<file path="config.mk">
export PLATFORM = sky130hd
export DESIGN_NAME = i2s_rx_deser
export DESIGN_NICKNAME = d
export VERILOG_FILES = /design/src/rtl/i2s_pkg.sv /design/src/rtl/i2s_sync_edge.sv /design/src/rtl/i2s_rx_deser.sv
export SDC_FILE = /design/constraint.sdc
export NUM_CORES = 1
export LEC_CHECK = 0
export ABC_AREA = 1
export BUFFER_PORTS_ARGS = -buffer_cell sky130_fd_sc_hd__buf_2
export CORE_ASPECT_RATIO = 0.5
export CORE_MARGIN = 2
export CORE_UTILIZATION = 35
export DETAILED_ROUTE_END_ITERATION = 8
export SYNTH_ARGS = -nofsm -noshare
export SYNTH_HDL_FRONTEND = slang
export SYNTH_SLANG_ARGS = --single-unit
</file>
<file path="constraint.sdc">
create_clock -name MCLKIN -period 2.4 [get_ports MCLKIN]
set_clock_uncertainty 0.2 [all_clocks]
set_input_delay 0.48 -clock MCLKIN [delete_from_list [all_inputs] [get_ports MCLKIN]]
set_output_delay 0.48 -clock MCLKIN [all_outputs]
set_load 0.005 [all_outputs]
</file>
<file path="src/rtl/i2s_pkg.sv">
// Shared constants, FSM/channel encodings and helpers for the I2S receive path.
package i2s_pkg;

    localparam int unsigned MCLK_PER_SCLK  = 8;
    localparam int unsigned SCLK_PER_FRAME = 64;
    localparam int unsigned SLOT_W         = 32;
    localparam int unsigned CNT_W          = 6;

    typedef enum logic [1:0] {
        ST_IDLE  = 2'd0,
        ST_SHIFT = 2'd1,
        ST_DRAIN = 2'd2
    } state_e;

    typedef enum logic {
        CH_LEFT  = 1'b0,
        CH_RIGHT = 1'b1
    } ch_e;

    // Bit counter increment that holds at all-ones instead of wrapping.
    function automatic logic [CNT_W-1:0] sat_inc(input logic [CNT_W-1:0] c);
        return (&c) ? c : c + CNT_W'(1);
    endfunction

endpackage

</file>
<file path="src/rtl/i2s_sync_edge.sv">
// Two-flop synchroniser with a history flop providing rise/fall detection.
module i2s_sync_edge (
    input  logic clk_i,
    input  logic rst_i,
    input  logic d_i,
    output logic sync_o,
    output logic rise_o_c,
    output logic fall_o_c
);

    logic meta_q;
    logic sync_q;
    logic hist_q;

    always_ff @(posedge clk_i) begin
        if (rst_i) begin
            meta_q <= 1'b0;
            sync_q <= 1'b0;
            hist_q <= 1'b0;
        end else begin
            meta_q <= d_i;
            sync_q <= meta_q;
            hist_q <= sync_q;
        end
    end

    assign sync_o   = sync_q;
    assign rise_o_c = sync_q & ~hist_q;
    assign fall_o_c = ~sync_q & hist_q;

endmodule

</file>
<file path="src/rtl/i2s_rx_deser.sv">
// I2S receive deserializer: conditions SCLK/LRCLK/SDIN in the MCLK domain and
// assembles MSB-first left/right samples with single-cycle valid strobes.
module i2s_rx_deser
    import i2s_pkg::*;
#(
    parameter int unsigned DATA_W = 16,
    parameter int unsigned SLOT_W = i2s_pkg::SLOT_W
) (
    input  logic              MCLKIN,
    input  logic              RST,
    input  logic              SCLK_IN,
    input  logic              LRCLK_IN,
    input  logic              SDIN,
    output logic [DATA_W-1:0] L_DOUT,
    output logic [DATA_W-1:0] R_DOUT,
    output logic              L_VALID,
    output logic              R_VALID,
    output logic              FRAME_ERR,
    output logic              LOCKED
);

    localparam logic [CNT_W-1:0] LAST_BIT = CNT_W'(DATA_W - 1);
    localparam logic [CNT_W-1:0] OVR_CNT  = CNT_W'(SLOT_W + 1);

    logic sclk_sync;
    logic sclk_rise_c;
    logic sclk_fall_c;
    logic lr_sync;
    logic lr_rise_c;
    logic lr_fall_c;
    logic unused_edges_c;

    i2s_sync_edge u_sclk_sync (
        .clk_i    (MCLKIN),
        .rst_i    (RST),
        .d_i      (SCLK_IN),
        .sync_o   (sclk_sync),
        .rise_o_c (sclk_rise_c),
        .fall_o_c (sclk_fall_c)
    );

    i2s_sync_edge u_lr_sync (
        .clk_i    (MCLKIN),
        .rst_i    (RST),
        .d_i      (LRCLK_IN),
        .sync_o   (lr_sync),
        .rise_o_c (lr_rise_c),
        .fall_o_c (lr_fall_c)
    );

    assign unused_edges_c = ^{sclk_sync, sclk_fall_c, lr_rise_c, lr_fall_c};

    // SDIN only needs to line up with the synchronised SCLK.
    logic sd_s1_q, sd_s2_q;

    logic lr_smp_q, lr_smp_d;
    logic sd_smp_q, sd_smp_d;
    logic smp_v_q,  smp_v_d;
    logic lr_prev_q, lr_prev_d;
    logic primed_q,  primed_d;

    state_e            state_q,   state_d;
    ch_e               ch_q,      ch_d;
    logic [CNT_W-1:0]  bit_cnt_q, bit_cnt_d;
    logic [DATA_W-2:0] sh_q,      sh_d;
    logic [DATA_W-1:0] l_dout_q,  l_dout_d;
    logic [DATA_W-1:0] r_dout_q,  r_dout_d;
    logic              l_valid_q, l_valid_d;
    logic              r_valid_q, r_valid_d;
    logic              frame_err_q, frame_err_d;
    logic              locked_q,  locked_d;

    logic              lr_edge_c;
    logic              last_bit_c;
    logic [CNT_W-1:0]  cnt_inc_c;
    logic [DATA_W-1:0] word_c;
    logic              emit_c;
    logic              restart_c;

    // Sample LRCLK/SDIN on each synchronised SCLK rising edge.
    always_comb begin
        lr_smp_d = lr_smp_q;
        sd_smp_d = sd_smp_q;
        smp_v_d  = sclk_rise_c;
        if (sclk_rise_c) begin
            lr_smp_d = lr_sync;
            sd_smp_d = sd_s2_q;
        end
    end

    // The first sample after reset only primes lr_prev so a mid-slot start
    // never looks like a word-select transition.
    assign lr_edge_c  = smp_v_q & primed_q & (lr_smp_q != lr_prev_q);
    assign last_bit_c = (bit_cnt_q == LAST_BIT);
    assign cnt_inc_c  = sat_inc(bit_cnt_q);
    assign word_c     = {sh_q, sd_smp_q};

    // Slot FSM: next state, shift register, counters and registered outputs.
    always_comb begin
        state_d     = state_q;
        ch_d        = ch_q;
        bit_cnt_d   = bit_cnt_q;
        sh_d        = sh_q;
        l_dout_d    = l_dout_q;
        r_dout_d    = r_dout_q;
        l_valid_d   = 1'b0;
        r_valid_d   = 1'b0;
        frame_err_d = frame_err_q;
        locked_d    = locked_q;
        lr_prev_d   = lr_prev_q;
        primed_d    = primed_q;
        emit_c      = 1'b0;
        restart_c   = 1'b0;

        if (smp_v_q) begin
            lr_prev_d = lr_smp_q;
            primed_d  = 1'b1;
        end

        unique case (state_q)
            ST_IDLE: begin
                restart_c = lr_edge_c;
            end
            ST_SHIFT: begin
                if (lr_edge_c) begin
                    // A transition on the LSB edge still completes the word.
                    restart_c = 1'b1;
                    if (last_bit_c) begin
                        emit_c = 1'b1;
                    end else begin
                        frame_err_d = 1'b1;
                    end
                end else if (smp_v_q) begin
                    sh_d      = {sh_q[DATA_W-3:0], sd_smp_q};
                    bit_cnt_d = cnt_inc_c;
                    if (last_bit_c) begin
                        emit_c  = 1'b1;
                        state_d = ST_DRAIN;
                    end
                end
            end
            ST_DRAIN: begin
                if (lr_edge_c) begin
                    restart_c = 1'b1;
                end else if (smp_v_q) begin
                    bit_cnt_d = cnt_inc_c;
                    if (cnt_inc_c == OVR_CNT) begin
                        frame_err_d = 1'b1;
                        state_d     = ST_IDLE;
                    end
                end
            end
            default: begin
                state_d = ST_IDLE;
            end
        endcase

        if (emit_c) begin
            if (ch_q == CH_RIGHT) begin
                r_dout_d  = word_c;
                r_valid_d = 1'b1;
            end else begin
                l_dout_d  = word_c;
                l_valid_d = 1'b1;
            end
        end

        // The transition edge is the I2S delay bit; its data is dropped.
        if (restart_c) begin
            state_d   = ST_SHIFT;
            bit_cnt_d = '0;
            sh_d      = '0;
            ch_d      = ch_e'(lr_smp_q);
            locked_d  = 1'b1;
        end
    end

    always_ff @(posedge MCLKIN) begin
        if (RST) begin
            sd_s1_q     <= 1'b0;
            sd_s2_q     <= 1'b0;
            lr_smp_q    <= 1'b0;
            sd_smp_q    <= 1'b0;
            smp_v_q     <= 1'b0;
            lr_prev_q   <= 1'b0;
            primed_q    <= 1'b0;
            state_q     <= ST_IDLE;
            ch_q        <= CH_LEFT;
            bit_cnt_q   <= '0;
            sh_q        <= '0;
            l_dout_q    <= '0;
            r_dout_q    <= '0;
            l_valid_q   <= 1'b0;
            r_valid_q   <= 1'b0;
            frame_err_q <= 1'b0;
            locked_q    <= 1'b0;
        end else begin
            sd_s1_q     <= SDIN;
            sd_s2_q     <= sd_s1_q;
            lr_smp_q    <= lr_smp_d;
            sd_smp_q    <= sd_smp_d;
            smp_v_q     <= smp_v_d;
            lr_prev_q   <= lr_prev_d;
            primed_q    <= primed_d;
            state_q     <= state_d;
            ch_q        <= ch_d;
            bit_cnt_q   <= bit_cnt_d;
            sh_q        <= sh_d;
            l_dout_q    <= l_dout_d;
            r_dout_q    <= r_dout_d;
            l_valid_q   <= l_valid_d;
            r_valid_q   <= r_valid_d;
            frame_err_q <= frame_err_d;
            locked_q    <= locked_d;
        end
    end

    assign L_DOUT    = l_dout_q;
    assign R_DOUT    = r_dout_q;
    assign L_VALID   = l_valid_q;
    assign R_VALID   = r_valid_q;
    assign FRAME_ERR = frame_err_q;
    assign LOCKED    = locked_q;

endmodule

</file>
# Yosys cells after proc, flatten, opt, wreduce, memory -nomap -nowiden
# Index checks and enable logic that the tools add are counted.
# totals
reg_bits,72
out_inout_bits,36
wordCells,88
in_bits,5
# classes
n_mux,23
n_eq_ne,20
add_sub_neg,1
reduce_logical,13
n_bitwise,8
# op_table
op,count
2-bit inequality test (second input constant),9
3-bit inequality test (second input constant),6
7-bit AND reduction,2
1-bit 2-to-1 mux,13
2-bit 2-to-1 mux,6
6-bit AND reduction,2
6-bit by 1-bit adder with 6-bit output (second input constant),1
6-bit by 4-bit equality test with 1-bit output (second input constant),1
6-bit equality test (second input constant),1
6-bit 2-to-1 mux,1
2-bit case mux with 3 select lines,1
3-bit AND reduction,2
2-bit OR reduction,3
1-bit inverter,5
1-bit case mux with 2 select lines,2
2-bit AND reduction,2
1-bit AND,3
2-bit by 1-bit equality test with 1-bit output (second input constant),1
2-bit equality test (second input constant),1
2-bit zero test,1
2-bit nonzero test,1
1-bit inequality test,1

# Depth between registers and ports, before layout
# Gate-level depths: netlist of the first run.
# depth
depth_word,8
ltp_mapped,13
depth_no_buf,13

# By module
# From an unflattened synthesis of the first run, not the netlist that was laid out.
# hier_totals
hier_cells,365
hier_area_um2,2850.2
# modules_own_cells
mod,area_per_inst_um2,seq_area_each_um2,instances,cells_each
i2s_rx_deser,2662.6,1341.3,1,341
i2s_sync_edge,93.8,60.1,2,12

# Worst setup path before layout of the first run
# Ideal clock, no wire load.
# synth_path
kind,reg-to-reg
from,register bit_cnt_q[0]
to,register l_dout_q[13] (netlist: L_DOUT[13])
path_stages_with_launch,8
period_less_slack_ps,1678
path_buffers,1
setup_time_ps,128
arrival_time_ps,1350
slack_ps,722
required_time_ps,2072
cell_sequence,dfxtp_1 > ha_1 > nand3_2 > nor3_2 > nand3_1 > clkbuf_1 > o21ai_1 > a21oi_1
# synth_between
elab_chain_cells,6
# synth_rtl
element,line,source
from (decl),i2s_rx_deser.sv:64,"logic [CNT_W-1:0] bit_cnt_q, bit_cnt_d;"
from (signal assigned),i2s_rx_deser.sv:207,bit_cnt_q <= bit_cnt_d;
6-bit by 4-bit equality test with 1-bit output *,i2s_rx_deser.sv:94,assign last_bit_c = (bit_cnt_q == LAST_BIT);
1-bit 2-to-1 mux *,"i2s_rx_deser.sv:128, i2s_rx_deser.sv:136",
1-bit 2-to-1 mux,i2s_rx_deser.sv:133,end else if (smp_v_q) begin
1-bit 2-to-1 mux *,i2s_rx_deser.sv:125,if (lr_edge_c) begin
1-bit 2-to-1 mux *,i2s_rx_deser.sv:120,unique case (state_q)
2-bit AND reduction (no source line) *,--,
to (signal assigned),i2s_rx_deser.sv:209,l_dout_q <= l_dout_d;
to (decl),i2s_rx_deser.sv:66,"logic [DATA_W-1:0] l_dout_q, l_dout_d;"
# Every way passes the cells marked *; elsewhere a longest branch is shown, timed or not.
# A chain may end at the register's enable or synchronous reset.

# Worst setup path after layout of the first run
# layout_path
from,register bit_cnt_q[0]
to,register state_q[1]
# layout_between
elab_chain_cells,5
word_cells_on_any_way,8
classes_between,add/sub: 1; eq/ne: 4; mux: 1; reduce/logical: 2
# layout_rtl
element,line,source
6-bit by 1-bit adder with 6-bit output / 6-bit AND reduction (equally long branches),i2s_pkg.sv:22,return (&c) ? c : c + CNT_W'(1);
6-bit 2-to-1 mux,i2s_pkg.sv:22,
6-bit equality test,i2s_rx_deser.sv:147,if (cnt_inc_c == OVR_CNT) begin
2-bit inequality test (no source line),--,
7-bit AND reduction (no source line) *,--,
to (signal assigned),i2s_rx_deser.sv:205,state_q <= state_d;
to (decl),i2s_rx_deser.sv:62,"state_e state_q, state_d;"
# Marked as above.

==> impl_results.md, run 1 <==
- Mapped Nets: 373
- Buffer depth of the longest clock path: 2
- Status: finished, final reports clean
- Top cell type's share of synthesized area: 0.508
- Worst hold path class: input port to register
- Post-cts hold buffer count: 0
- Storage element area: 1440 um2
- CTS Buf Count: 9
- Clock Root Buffer: clkbuf_16
- CP dominant cell by count: nand2_1
- Overall Global Routing Usage: 0.126
- Final ANT Viol Nets: 0
- DR iter-0 viols: 153
- Crit Path Category: register to register
- Cell Area, Synth: 2840 um2
- IR drop worst, VDD: 0.324 mV
- Initial antenna violation count: 0
- Die area: 8880 um2
- Unique cell type count in the Yosys netlist: 27
- Yosys warnings: 0
- Setup crit end kind: register
- Critical-path cell list: ha_1 > nand2_1 > o21bai_2 > nand2_1 > nor2_1 > nand3_1 > nand2_2 > nand3_2 > nand2_1 > nand2_1 > nor2_1
- Drt pass-1 iters: 4
- Critical path's top delay family: simple AND/OR/NAND/NOR gates
- Max transition margin: 0.770
- Startpoint types: register
- RSZ-0062 raised after global routing: false
- Multiplexer share of the synthesized area: 0
- Io pins: 41
- DR DRC count: 0
- Area of the multi-input gates: 1070 um2
- Maxcap violations: 0
- Pre-CTS WS: 505 ps
- Synth area leaders: dfxtp_1 51%, a21oi_1 10%, inv_1 8.2%
- Final-report hold violation count: 0
- Post-CTS sizing: 0
- GRT Residual Overflow: 0
- Cell Rows: 23
- Chip Width: 131 um
- Largest net degree at the start of global routing: 37
- Core Util, Final: 0.432
- Initial core utilization: 0.357
- Xor and xnor area share after synthesis: 0
- Fin area: 3430 um2
- Layout area overhead: 20.9%
- Final Max Tran Viols: 0
- Adder-Cell Fraction of Synth Area: 0.0221
- Tcrit/Tclk final: 0.799
- Final #Nets: 412
- R2R cell count: 11
- Vias/cell: 4.40
- Port Buffers: 40
- Worst slew pin tran: 344 ps
- Hold slack: 151 ps
- Num Clock Sinks: 72
- Commonest non-fill, non-tap cell in the layout: dfxtp_1
- Clk slew on worst S/H paths: 60 ps
- Largest family of logic cells by synthesized area: compound AO/OA/AOI/OAI gates
- Cell accounting for the most synthesized area: dfxtp_1
- Syn Area/Cell: 7.81 um2
- Leak: 1.41 nW
- Post-synthesis sequential area ratio: 0.508
- Fill cell count: 847
- Setup TNS Final: 0 ps
- First-pass GRT wire length: 8.94 mm
- Die height: 67.7 um
- Cells after Synth: 363
- Share of cells above drive strength 1: 0.187
- DP Area: 3120 um2
- Max incr delay on CP: 410 ps
- Max Fclk: 522 MHz
- H-tree depth: 3
- Hold Crit Depth: 3
- HPWL after detailed placement: 3.62 mm
- Max stage delay cell, worst path: dfxtp_1
- #FFs+latches synth: 72
- Final wirelength: 5.46 mm
- Most frequent cells in the layout: 72 x dfxtp_1, 62 x inv_1, 59 x a21oi_1
- CORE AREA: 7940 um2
- WP data arrival: 1980 ps
- CTS tree: built
- Worst Path Buf+Inv: 0
- Clock Latency Late Sink: 330 ps
- Synth Area in Compound Gates: 0.201
- Simple-gate portion of the synthesized area: 0.153
- Tmin final: 1920 ps
- GPL Wtd Cong: 0.824
- Via count: 2279
- Final Worst Setup Slack: 483 ps
- # setup viols final: 0
- Number of diodes: 0
- Crit path max fanout: 6
- Critical Path RT: 2460 ps
- Vias in the first global route: 1938
- Pwr per Cell Area: 772 nW/um2
- Wire length per cell: 10.5 um
- Setup Buffers After CTS: 0
- Critical Path Stages: 11
where the power goes:
part	switching, mW	total [mW]	internal [mW]
clock	0.490	1.35	0.856
sequential	0.00777	1.22	1.21
combinational	0.0539	0.0851	0.0313
total	0.551	2.65	2.10
per-stage QoR:
stage | instances | power (mW)
global placement | 503 | 1.33
CTS | 518 | 2.67
finish | 518 | 2.65
detailed placement | 503 | 1.33
global route | 518 | 2.74
floorplan | 363 | 1.31
cell type report:
type | instances | area share
Clock inverter | 4 | 0.0157
Inverter | 67 | 0.0733
Sequential cell | 72 | 0.420
Clock buffer | 11 | 0.0737
Tap cell | 112 | 0.0409
Timing Repair Buffer | 43 | 0.0649
Multi-Input combinational cell | 209 | 0.311
cell families after synthesis:
logic type / count (synthesis)
adders and majority gates: 5
AOI/OAI and AO/OA: 112
buffers and inverters: 82
DFF: 72
and+or+nand+nor: 92
routing by layer:
metal	vias to the layer above	global-route usage	share of wire
met4	0	0.0543	0.020
met1	991	0.159	0.51
li1	1239	-	-
met3	13	0.0488	0.047
met5	-	0	0
met2	36	0.196	0.42
final timing paths:
kind	from	end	slack, ps
setup / recovery	bit_cnt_q[0]	state_q[1]	480
hold / removal	SDIN	sd_s1_q	150
setup reg to reg	bit_cnt_q[0]	state_q[1]	480
hold reg to reg	u_sclk_sync.meta_q	u_sclk_sync.sync_o	200
synthesized netlist by cell type (all sizes together):
| library cell | number |
|---|---|
| inv | 66 |
| nor2 | 26 |
| nand4 | 2 |
| dfxtp | 72 |
| o211ai | 1 |
| clkbuf | 6 |
| o21ai | 50 |
| ha | 5 |
| nand3b | 1 |
| a31oi | 1 |
| buf | 9 |
| clkinv | 1 |
| nand2 | 47 |
| or2 | 4 |
| nand3 | 11 |
| nor3 | 1 |
| a21oi | 59 |
| o21bai | 1 |
worst reg2reg max path: cells and delay by family, from the launching register on:
family	cells	cell delay [ps]
and+or+nand+nor	9	830
DFF	1	410
adders and majority gates	1	230
AOI/OAI and AO/OA	1	180
sequential cells by signal, summed over array words and instances (netlist names), 2 cells and up:
signal     cells
R_DOUT        16
L_DOUT        16
sh_q          15
state_q        2
bit_cnt_q      6
Note: power is estimated with default switching activity, not from simulation.
==> inputs of run 2 (changes only) <==
--- a/config.mk
+++ b/config.mk
@@ -5,7 +5,7 @@
 export SDC_FILE = /design/constraint.sdc
 export NUM_CORES = 1
 export LEC_CHECK = 0
-export ABC_AREA = 1
+export ABC_AREA = 0
 export BUFFER_PORTS_ARGS = -buffer_cell sky130_fd_sc_hd__buf_2
 export CORE_ASPECT_RATIO = 0.5
 export CORE_MARGIN = 2
==> constraint.sdc (replaced) <==
create_clock -name MCLKIN -period 1.7 [get_ports MCLKIN]
set_clock_uncertainty 0.2 [all_clocks]
set_input_delay 0.34 -clock MCLKIN [delete_from_list [all_inputs] [get_ports MCLKIN]]
set_output_delay 0.34 -clock MCLKIN [all_outputs]
set_load 0.005 [all_outputs]
==> impl_results.md, run 2 <==
- Share of cells above drive strength 1: 0.326
- Tcrit/Tclk final: 1.14
- Critical-path cell list: ha_4 > nand3_4 > or3_4 > or3_4 > buf_6 > nand2_1 > a21oi_1
- # setup viols final: 40
- Max transition margin: 0.654
- Clock Root Buffer: clkbuf_16
- H-tree depth: 3
- Adder-Cell Fraction of Synth Area: 0.0220
- Unique cell type count in the Yosys netlist: 42
- Hold path startpoint: SDIN
- Multiplexer share of the synthesized area: 0.0282
- Cell accounting for the most synthesized area: dfxtp_1
- Most frequent cells in the layout: 95 x nand2_1, 63 x dfxtp_1, 51 x a21oi_1
- Sw power: 0.777 mW
- Maxcap violations: 0
- Setup crit end kind: register
- Xor and xnor area share after synthesis: 0.00881
- Via count: 2448
- DR DRC count: 0
- Clock Latency Late Sink: 330 ps
- Hold slack: 20.1 ps
- Hold Path End: sd_s1_q
- Post-synthesis sequential area ratio: 0.507
- Final Max Tran Viols: 0
- Final Worst Setup Slack: -230 ps
- GPL Wtd Cong: 0.838
- Sequential Power Share: 0.468
- Cells after Synth: 333
- #FFs+latches synth: 72
- Chip Width: 131 um
- Top FF cell, synth: dfxtp_1
- Final-report hold violation count: 0
- Die height: 67.7 um
- Setup TNS Final: -7550 ps
- R2r startpoint: bit_cnt_q[1]
- Synth async-reset ratio: 0
- Hold Crit Depth: 2
- Initial antenna violation count: 0
- CP dominant cell by count: or3_4
- HPWL after detailed placement: 4.12 mm
- Comb pwr share: 0.016
- Critical Path RT: 1690 ps
- First-pass GRT wire length: 10.4 mm
- Commonest non-fill, non-tap cell in the layout: nand2_1
- Mapped Nets: 343
- DR iter-0 viols: 160
- Wire length per cell: 12.3 um
- CORE AREA: 7940 um2
- Die area: 8900 um2
- Fin cells: 526
- Io pins: 41
- R2R Setup Slk: -230 ps
- Synth Area in Compound Gates: 0.143
- Commonest cells in the netlist: 98 x nand2_1, 72 x dfxtp_1, 52 x a21oi_1
- Final ANT Viol Nets: 0
- Tmin final: 1930 ps
- Cell Rows: 23
- Max incr delay on CP: 360 ps
- Clk slew on worst S/H paths: 60 ps
- Top cell type's share of synthesized area: 0.507
- Vias in the first global route: 2195
- Int Pwr: 2.86 mW
- Startpoint types: register
- IR drop worst, VDD: 0.542 mV
- Final #Nets: 419
- Max stage delay cell, worst path: or3_4
- Overall Global Routing Usage: 0.149
- Worst hold path class: input port to register
- RR Endpoint: L_DOUT[13]
- Simple-gate portion of the synthesized area: 0.244
- Initial core utilization: 0.358
- Drt pass-1 iters: 4
- Port Buffers: 40
- Syn Area/Cell: 8.53 um2
- Max Fclk: 518 MHz
- Switching portion of total power: 0.214
- CTS tree: built
- GRT Residual Overflow: 0
- Buffer depth of the longest clock path: 2
- Number of diodes: 0
- Core Util, Final: 0.494
- Worst slew pin tran: 518 ps
- WP data arrival: 1920 ps
- R2R cell count: 7
- Num Clock Sinks: 72
- Storage element area: 1460 um2
- Most numerous cell in the Yosys netlist: nand2_1
- Crit path max fanout: 9
- Pwr per Cell Area: 927 nW/um2
- Failing checks: negative setup slack
- RSZ-0062 raised after global routing: true
- Pre-CTS WS: -241 ps
- Status: finished with violations
- Layout area overhead: 38.0%
- Clock power share: 0.517
- Crit Path Category: register to register
- Fill cell count: 746
- Largest family of logic cells by synthesized area: simple AND/OR/NAND/NOR gates
- Area of the multi-input gates: 1400 um2
- Synth area leaders: dfxtp_1 51%, nand2_1 13%, a21oi_1 9.2%
- Cell Area, Synth: 2840 um2
- Dpl cells: 506
- Yosys warnings: 0
- Count of flip-flops with a built-in enable after synthesis: 0
- Vias/cell: 4.65
- Leak: 1.51 nW
- Largest net degree at the start of global routing: 51
- CTS Buf Count: 9
- Final wirelength: 6.49 mm
==> run 2: per-layer routing <==
layer | vias up | track usage | wire (um)
li1 | 1267 | - | -
met1 | 1138 | 0.182 | 3160
met2 | 37 | 0.243 | 3030
met3 | 6 | 0.0548 | 229
met4 | 0 | 0.0625 | 73
met5 | - | 0 | 0
==> run 2: worst max-delay path: cells and delay by family, from the launching register on <==
| kind | cells | cell delay (ps) |
|---|---|---|
| simple gates | 4 | 850 |
| compound gates | 1 | 60 |
| fa+ha+maj | 1 | 170 |
| flops | 1 | 350 |
| buf+inv | 1 | 160 |
==> run 2: power groups by stage <==
stage	combinational, mW	clock, mW	sequential [mW]
floorplan	0.0359	0	1.74
global placement	0.0546	0	1.74
detailed placement	0.0548	0	1.74
CTS	0.0555	1.93	1.70
global route	0.0634	2.00	1.70
finish	0.0581	1.88	1.70
==> run 2: area by class of cell <==
cell class | instances | area share
Sequential cell | 72 | 0.372
Multi-Input combinational cell | 236 | 0.356
Timing Repair Buffer | 83 | 0.153
Clock buffer | 10 | 0.0584
Tap cell | 112 | 0.0357
Clock inverter | 6 | 0.0172
Inverter | 7 | 0.00734
==> run 2: worst max-delay path by stage <==
stage | startpoint | endpoint | slack, ps | depth (start not counted)
floorplan | bit_cnt_q[1] | R_DOUT[7] | -290 | 8
global placement | bit_cnt_q[0] | state_q[0] | -220 | 6
detailed placement | bit_cnt_q[1] | L_DOUT[4] | -240 | 7
CTS | bit_cnt_q[1] | L_DOUT[13] | -210 | 7
global route | bit_cnt_q[1] | L_DOUT[10] | -300 | 7
finish | bit_cnt_q[1] | L_DOUT[13] | -230 | 7
==> run 2: kinds of logic after synthesis <==
group / Yosys count
AND/OR/NAND/NOR: 152
flip-flops: 72
AO/OA/AOI/OAI: 69
buffers and inverters: 25
multiplexers: 8
adder cells (fa/ha/maj): 5
XOR/XNOR: 2
==> run 2: stage by stage <==
step,total power [mW],cell area (um2)
after floorplan,1.77,2880
after global placement,1.79,3450
after detailed placement,1.79,3450
after CTS,3.68,3850
after global routing,3.76,3920
final,3.63,3920
==> run 2: timing repair <==
| action | in CTS | in global routing |
|---|---|---|
| resized for setup | 23 | 16 |
| cloned | 0 | 1 |
| setup endpoints to repair | 40 | 58 |
| hold buffers | 0 | 0 |
| buffers inserted | 2 | 2 |
| pin swaps | 7 | 5 |
